### src/rtl/fu_issue_arbiter.sv
// fu_issue_arbiter: per-FU round-robin issue select for a unified RS.
// Grants at most one ready entry per FU each cycle, masks entries granted
// in the previous cycle (the RS clears them one edge later), tracks the
// occupancy of the non-pipelined memory FU and flags bad FU numbers.
module fu_issue_arbiter #(
  parameter int RS_SIZE  = 16,
  parameter int RS_IDX   = 4,
  parameter int FU_SIZE  = 2,
  parameter int FU_ARRAY = 3,
  parameter int MEM_FU   = 2,
  parameter int MEM_LAT  = 3
) (
  input  logic                         clk,
  input  logic                         rstn,
  input  logic [RS_SIZE-1:0]           req_valid_in,
  input  logic [RS_SIZE*FU_SIZE-1:0]   req_fu_in,
  input  logic [FU_ARRAY-1:0]          fu_ready_from_FU_in,
  input  logic                         flush_in,
  output logic [FU_ARRAY-1:0]          grant_valid_out,
  output logic [FU_ARRAY*RS_IDX-1:0]   grant_idx_out,
  output logic [RS_SIZE-1:0]           grant_vec_out,
  output logic [1:0]                   issue_count_out,
  output logic                         no_issue_out,
  output logic                         mem_busy_out,
  output logic                         bad_fu_err_out
);

  localparam int BUSY_W = (MEM_LAT > 1) ? $clog2(MEM_LAT) : 1;

  logic [RS_IDX-1:0]   rr_ptr_r [FU_ARRAY];
  logic [BUSY_W-1:0]   busy_cnt_r;
  logic [BUSY_W-1:0]   busy_nxt_s;
  logic [RS_SIZE-1:0]  elig_s   [FU_ARRAY];
  logic [FU_ARRAY-1:0] sel_valid_s;
  logic [RS_IDX-1:0]   sel_idx_s [FU_ARRAY];
  logic [RS_SIZE-1:0]  sel_vec_s;
  logic                bad_s;

  // Number of FUs granted in one cycle.
  function automatic logic [1:0] count_ones(input logic [FU_ARRAY-1:0] v);
    logic [1:0] cnt;
    cnt = 2'd0;
    for (int i = 0; i < FU_ARRAY; i++) begin
      cnt = cnt + {1'b0, v[i]};
    end
    return cnt;
  endfunction

  // Per-FU eligibility; entries with an out-of-range FU number match no FU.
  always_comb begin
    bad_s = 1'b0;
    for (int f = 0; f < FU_ARRAY; f++) begin
      for (int e = 0; e < RS_SIZE; e++) begin
        elig_s[f][e] = req_valid_in[e] && !grant_vec_out[e] &&
                       ({1'b0, req_fu_in[e*FU_SIZE +: FU_SIZE]} == (FU_SIZE+1)'(f));
      end
    end
    for (int e = 0; e < RS_SIZE; e++) begin
      if (req_valid_in[e] &&
          ({1'b0, req_fu_in[e*FU_SIZE +: FU_SIZE]} >= (FU_SIZE+1)'(FU_ARRAY))) begin
        bad_s = 1'b1;
      end else begin
        bad_s = bad_s;
      end
    end
  end

  // Round-robin scan from each FU's pointer, wrapping modulo RS_SIZE.
  always_comb begin
    sel_valid_s = {FU_ARRAY{1'b0}};
    sel_vec_s   = {RS_SIZE{1'b0}};
    for (int f = 0; f < FU_ARRAY; f++) begin
      sel_idx_s[f] = {RS_IDX{1'b0}};
      for (int k = 0; k < RS_SIZE; k++) begin
        if (fu_ready_from_FU_in[f] &&
            ((f != MEM_FU) || (busy_cnt_r == {BUSY_W{1'b0}})) &&
            !sel_valid_s[f] && elig_s[f][rr_ptr_r[f] + RS_IDX'(k)]) begin
          sel_valid_s[f] = 1'b1;
          sel_idx_s[f]   = rr_ptr_r[f] + RS_IDX'(k);
        end else begin
          sel_valid_s[f] = sel_valid_s[f];
        end
      end
      if (sel_valid_s[f]) begin
        sel_vec_s[sel_idx_s[f]] = 1'b1;
      end else begin
        sel_vec_s = sel_vec_s;
      end
    end
  end

  // Memory FU occupancy: reload on grant, otherwise count down to zero.
  always_comb begin
    if (sel_valid_s[MEM_FU]) begin
      busy_nxt_s = BUSY_W'(MEM_LAT - 1);
    end else if (busy_cnt_r != {BUSY_W{1'b0}}) begin
      busy_nxt_s = busy_cnt_r - BUSY_W'(1);
    end else begin
      busy_nxt_s = busy_cnt_r;
    end
  end

  // Registered grants, pointers, occupancy and sticky error.
  always_ff @(posedge clk) begin
    if (!rstn) begin
      grant_valid_out <= {FU_ARRAY{1'b0}};
      grant_idx_out   <= {(FU_ARRAY*RS_IDX){1'b0}};
      grant_vec_out   <= {RS_SIZE{1'b0}};
      issue_count_out <= 2'd0;
      no_issue_out    <= 1'b1;
      mem_busy_out    <= 1'b0;
      bad_fu_err_out  <= 1'b0;
      busy_cnt_r      <= {BUSY_W{1'b0}};
      for (int f = 0; f < FU_ARRAY; f++) begin
        rr_ptr_r[f] <= {RS_IDX{1'b0}};
      end
    end else if (flush_in) begin
      grant_valid_out <= {FU_ARRAY{1'b0}};
      grant_vec_out   <= {RS_SIZE{1'b0}};
      issue_count_out <= 2'd0;
      no_issue_out    <= 1'b1;
      mem_busy_out    <= 1'b0;
      busy_cnt_r      <= {BUSY_W{1'b0}};
    end else begin
      grant_valid_out <= sel_valid_s;
      grant_vec_out   <= sel_vec_s;
      issue_count_out <= count_ones(sel_valid_s);
      no_issue_out    <= (sel_valid_s == {FU_ARRAY{1'b0}});
      busy_cnt_r      <= busy_nxt_s;
      mem_busy_out    <= (busy_nxt_s != {BUSY_W{1'b0}});
      if (bad_s) begin
        bad_fu_err_out <= 1'b1;
      end
      for (int f = 0; f < FU_ARRAY; f++) begin
        if (sel_valid_s[f]) begin
          grant_idx_out[f*RS_IDX +: RS_IDX] <= sel_idx_s[f];
          rr_ptr_r[f]                       <= sel_idx_s[f] + RS_IDX'(1);
        end
      end
    end
  end

endmodule

### config.mk
export PLATFORM = sky130hd
export DESIGN_NAME = fu_issue_arbiter
export DESIGN_NICKNAME = d
export VERILOG_FILES = /design/src/rtl/fu_issue_arbiter.sv
export SDC_FILE = /design/constraint.sdc
export NUM_CORES = 1
export LEC_CHECK = 0
export BUFFER_PORTS_ARGS = -buffer_cell sky130_fd_sc_hd__buf_4
export CAP_MARGIN = 25
export CORE_ASPECT_RATIO = 2
export CORE_MARGIN = 4
export CORE_UTILIZATION = 55
export DETAILED_ROUTE_END_ITERATION = 10
export PLACE_DENSITY = 0.75
export RECOVER_POWER = 100
export SYNTH_ARGS = -nofsm -noshare
export SYNTH_HDL_FRONTEND = slang
export SYNTH_SLANG_ARGS = --single-unit
### constraint.sdc
create_clock -name clk -period 15.1 [get_ports clk]
set_clock_uncertainty 0.05 [all_clocks]
set_input_delay 3.775 -clock clk [delete_from_list [all_inputs] [get_ports clk]]
set_output_delay 3.775 -clock clk [all_outputs]
set_load 0.01 [all_outputs]
# --- Word-level counts from Yosys, hierarchy flattened ---
# Memory sizes are Yosys's and may differ from the RTL's.
# Index checks and enable logic that the tools add are counted.
op_classes:
  addsub: 51
  order_cmp: 70
  eq_ne: 32
  mux: 235
  n_bitwise: 7
  n_reduce_logical: 263
ops:
  columns: ["op", "n"]
  rows:
  - ["less-than comparator 4 x 5 -> 1 bit (second input constant)", 51]
  - ["2-to-1 mux 4 bit", 51]
  - ["binary-select mux 1 bit (select 4 bit)", 48]
  - ["logical AND 1 bit", 177]
  - ["2-to-1 mux 1 bit", 128]
  - ["adder 4 bit (second input constant)", 24]
  - ["logical NOT 1 bit", 61]
  - ["adder 4 x 3 -> 4 bit (second input constant)", 12]
  - ["2-to-1 mux 16 bit", 3]
  - ["logical NOT 2 bit", 17]
  - ["equality test 2 x 1 -> 1 bit (second input constant)", 16]
  - ["equality test 2 bit (second input constant)", 16]
  - [">= comparator 2 bit (second input constant)", 16]
  - ["OR 16 bit", 2]
  - ["adder 4 x 1 -> 4 bit (second input constant)", 6]
  - ["adder 4 x 2 -> 4 bit (second input constant)", 6]
  - ["demux 1 bit (select 4 bit)", 3]
  - [">= comparator 4 x 1 -> 1 bit (second input constant)", 3]
  - ["AND reduction 2 bit", 4]
  - ["2-to-1 mux 2 bit", 2]
  - ["nonzero test 2 bit", 2]
  - ["logical NOT 3 bit", 1]
  - ["OR 1 bit", 3]
  - ["adder 1 x 1 -> 2 bit", 1]
  - ["4 further kinds", 5]
word_totals:
  reg_bits: 38
  ram_bits: 12
  in_bits: 54
  out_inout_bits: 36
  memories: 1
memory_table:
  columns: ["memory", "words", "width", "rd", "rd_clocked_by_memory_dff", "wr", "line", "rtl"]
  rows:
  - ["rr_ptr_r", 3, 4, 3, 0, 3, "30", "logic [RS_IDX-1:0] rr_ptr_r [FU_ARRAY];"]

# --- Logic depth before layout (Yosys ltp) ---
logic_depth:
  depth_word: 76
  ltp_mapped: 21

# --- Least setup slack after synthesis ---
# Ideal clock, no wire load.
synth_timing:
  kind: "input to register"
  startpoint: "in req_valid_in[1]"
  endpoint: "reg grant_vec_out[15]"
  setup_time_ns: 0.120
  t_arrival_ns: 7.645
  required_ns: 14.930
  path_slack_ns: 7.285
  path_stages: 14
  n_path_buf: 1
  path_cell_list: "nor4b_1 mux4_2 mux4_2 o41ai_2 o2111ai_1 or3_1 buf_2 o31a_1 a221oi_2 o31ai_1 o221a_2 ha_1 and2_1 a211o_1"
synth_lines:
  columns: ["item", "line", "rtl"]
  rows:
  - ["start: declaration", "15", "input logic [RS_SIZE-1:0] req_valid_in,"]
  - ["end signal: assignment", "108", "grant_vec_out <= {RS_SIZE{1'b0}};"]
  - ["end signal: assignment", "119", "grant_vec_out <= {RS_SIZE{1'b0}};"]
  - ["end signal: assignment", "126", "grant_vec_out <= sel_vec_s;"]
  - ["end: declaration", "21", "output logic [RS_SIZE-1:0] grant_vec_out,"]

==> metrics <==
outcome=finished, violations left; failing checks=max-capacitance violations, max-slew violations; uppermost layer routed=met4; most frequent cells after synthesis=117 x nor2_1, 115 x nand2_1, 69 x mux4_2, 58 x a21oi_1, 43 x clkbuf_1; Distinct cells, synth=104; crit start category=input port; Total Wirelength=around 40 mm; drt first pass iters=5; fin crit share=74.59%; Setup TNS=0 ns; clock sinks=50; clk_lat worst skew=between 0.3 and 0.4 ns; Global Route Usage Sum=between 30% and 40%; Ports=90; Slew Limit Fails=11; final net count=1,348; TritonCTS Buffers=5; Max Clock Freq=roughly 89 MHz; final number of hold-violating endpoints=0; routed len/inst=27.13 µm; # H-tree levels=2; M1 wire length=between 10 and 15 mm; Starting Density=~56%; P&R area growth vs syn=8.250%; Post-DRT Antenna Nets=0; first-pass GRT wire length=between 60 and 70 mm; Worst-path clk slew=about 0.070 ns; Post-Synthesis Cells=roughly 1,200; crit path max fanout=22; Die X=roughly 100 µm; kind of critical path=input port to flip-flop; min cycle time layout=11.26 ns; Hold Path Class=flip-flop to flip-flop; Most used DFF post-synth=dfxtp_1; sequential area share after synthesis=around 11%; Syn Std Cell Area=roughly 10000 µm²; HPWL Detailed=roughly 32 mm; Post-synth ARST share=0%; met2 wire len=between 15 and 20 mm; vias in the first global route=10,710; Post-CTS Resized=0; total gr overflow=0; fill cell count=~1,700; Max-cap violations=1; RSZ-0062 raised after global routing=no; Hold-fix buffers, CTS=0; row count=between 60 and 70; drc violations=0; syn nets=roughly 1,300; worst-case clock buffer depth=2; Placer Congestion=approximately 1.1; root buffer cell=clkbuf_16; slew margin rel.=-75.79%; post-CTS setup buffers=0; largest net degree at the start of global routing=33; Die H=a little under 200 µm; top post-synthesis cells by area=mux4_2 16%, dfxtp_1 7.7%, nor2_1 4.4%, nand2_1 4.4%, ha_1 4.2%; most numerous cell in the Yosys netlist=nor2_1; via count=roughly 11,000; worst slew pin tran=between 2 and 3 ns; Critical Path RT=around 15 ns; Post-synth EDFFs=12; CP Data Arrival Time=~11 ns; initial antenna violation count=0; Final Setup Violations=0; area of the core=about 18,000 µm²; met3 WL=3.159 mm; Die ar.=20,320 µm²; layout cells sized above 1=approximately 16%; Syn Area/Cell=around 8.2 µm²; ANT cells=0; Iter 0 DRT Violations=between 900 and 1,000; cell taking the most area after synthesis=mux4_2; top cell type's share of synthesized area=15.72%; I/O Buffers=89; Yosys Warn Count=0; CP Capture Type=flip-flop; FF+latch count, synth=50; Via density=approximately 7.6; CTS tree=built
==> stage by stage <==
| step | hold slack [ns] | area (µm²) | utilization (%) | cells | setup WS, ns |
|---|---|---|---|---|---|
| 2_1_floorplan | 0.3779 | 9888 | - | 1203 | 7.285 |
| 3_3_place_gp | 0.3843 | 10710 | 60.51 | 1460 | 5.726 |
| 3_5_place_dp | 0.3878 | 10720 | 60.59 | 1463 | 5.673 |
| 4_1_cts | 0.3998 | 10880 | 61.46 | 1471 | 5.970 |
| 5_1_grt | 0.4301 | 10700 | 60.48 | 1474 | 3.348 |
| 6_report | 0.3921 | 10700 | 60.48 | 1474 | 3.836 |
==> layout make-up <==
| cell class | instances | area [µm²] | area share, % |
|---|---|---|---|
| clock inverters | 3 | 28.78 | 0.2688 |
| flip-flops and latches | 50 | 1121 | 10.47 |
| repair buffers | 111 | 661.9 | 6.184 |
| well taps | 213 | 266.5 | 2.490 |
| multi-input cells | 1058 | 8373 | 78.22 |
| inverters | 34 | 127.6 | 1.192 |
| clock buffers | 5 | 125.1 | 1.169 |
==> per-layer routing <==
layer / track usage [%] / vias to the layer above
met1: 41.74 / 5302
met3: 5.903 / 234
met5: 0 / -
met4: 30.88 / 0
li1: - / 4931
met2: 66.09 / 719
==> worst max-delay path, stage by stage <==
cell and delay (ns):
clkbuf_1 0.13, nor4bb_1 0.16, clkbuf_1 0.23, mux4_2 0.57, a22oi_1 0.30, o2111ai_1 0.37
a2111oi_0 2.06, a31oi_1 0.74, nor2_1 0.36, nor4b_1 0.84, nor2_1 0.50, nor3_2 0.93
or2_2 0.24, mux2i_1 0.06
==> flip-flops by register name (all words and copies together) (netlist names) <==
signal and flops:
bad_fu_err_out 1, grant_valid_out 3, grant_idx_out 12, mem_busy_out 1, grant_vec_out 16, rr_ptr_r 12, no_issue_out 1, issue_count_out 2
busy_cnt_r 2
==> cells in the final DEF (no fill, tap or decap), types with 13 or more instances in the layout <==
cell,netlist,layout
and3_1,27,27
or4b_2,15,15
mux4_2,69,69
a211oi_1,15,15
a22oi_1,16,16
and2_1,21,21
mux2i_1,24,24
o21ai_0,35,35
nor2_1,117,117
ha_1,33,33
nor3_1,26,25
nand3_1,38,38
a311o_1,14,14
clkbuf_1,43,43
dfxtp_1,38,38
nor4_1,13,13
nand2b_1,19,19
nor2b_1,20,20
a22o_1,18,18
a21oi_1,58,58
o22ai_1,14,14
nor4bb_1,29,29
a211o_1,14,14
o211ai_1,15,15
buf_4,0,64
nor4b_1,17,18
inv_1,24,24
xor2_1,14,14
nand2_1,115,115
or4bb_1,15,15
xnor2_1,25,25
==> final timing paths <==
path | start | end | slack (ns) | depth (start not counted)
max | req_fu_in[9] | rr_ptr_r[0][3]$_SDFFCE_PN0P_ | 3.84 | 14
min | grant_idx_out[3]$_SDFFE_PN0N_ | grant_idx_out[3]$_SDFFE_PN0N_ | 0.39 | 2
max reg2reg | rr_ptr_r[0][9]$_SDFFCE_PN0P_ | rr_ptr_r[0][3]$_SDFFCE_PN0P_ | 5.65 | 14
min reg2reg | grant_idx_out[3]$_SDFFE_PN0N_ | grant_idx_out[3]$_SDFFE_PN0N_ | 0.39 | 2
==> logic make-up (layout without fill, tap and decap cells) <==
logic type | after synthesis | count (layout) | synth area share (%)
compound gates | 335 | 335 | 25.59
flops | 50 | 50 | 11.34
fa+ha+maj | 34 | 34 | 4.378
mux | 103 | 103 | 19.28
buf+inv | 95 | 153 | 3.783
xor+xnor | 39 | 39 | 3.454
simple gates | 547 | 547 | 32.18
Power is not shown: default switching activity piles up to over one toggle a cycle in this logic, so the estimate is an artifact.
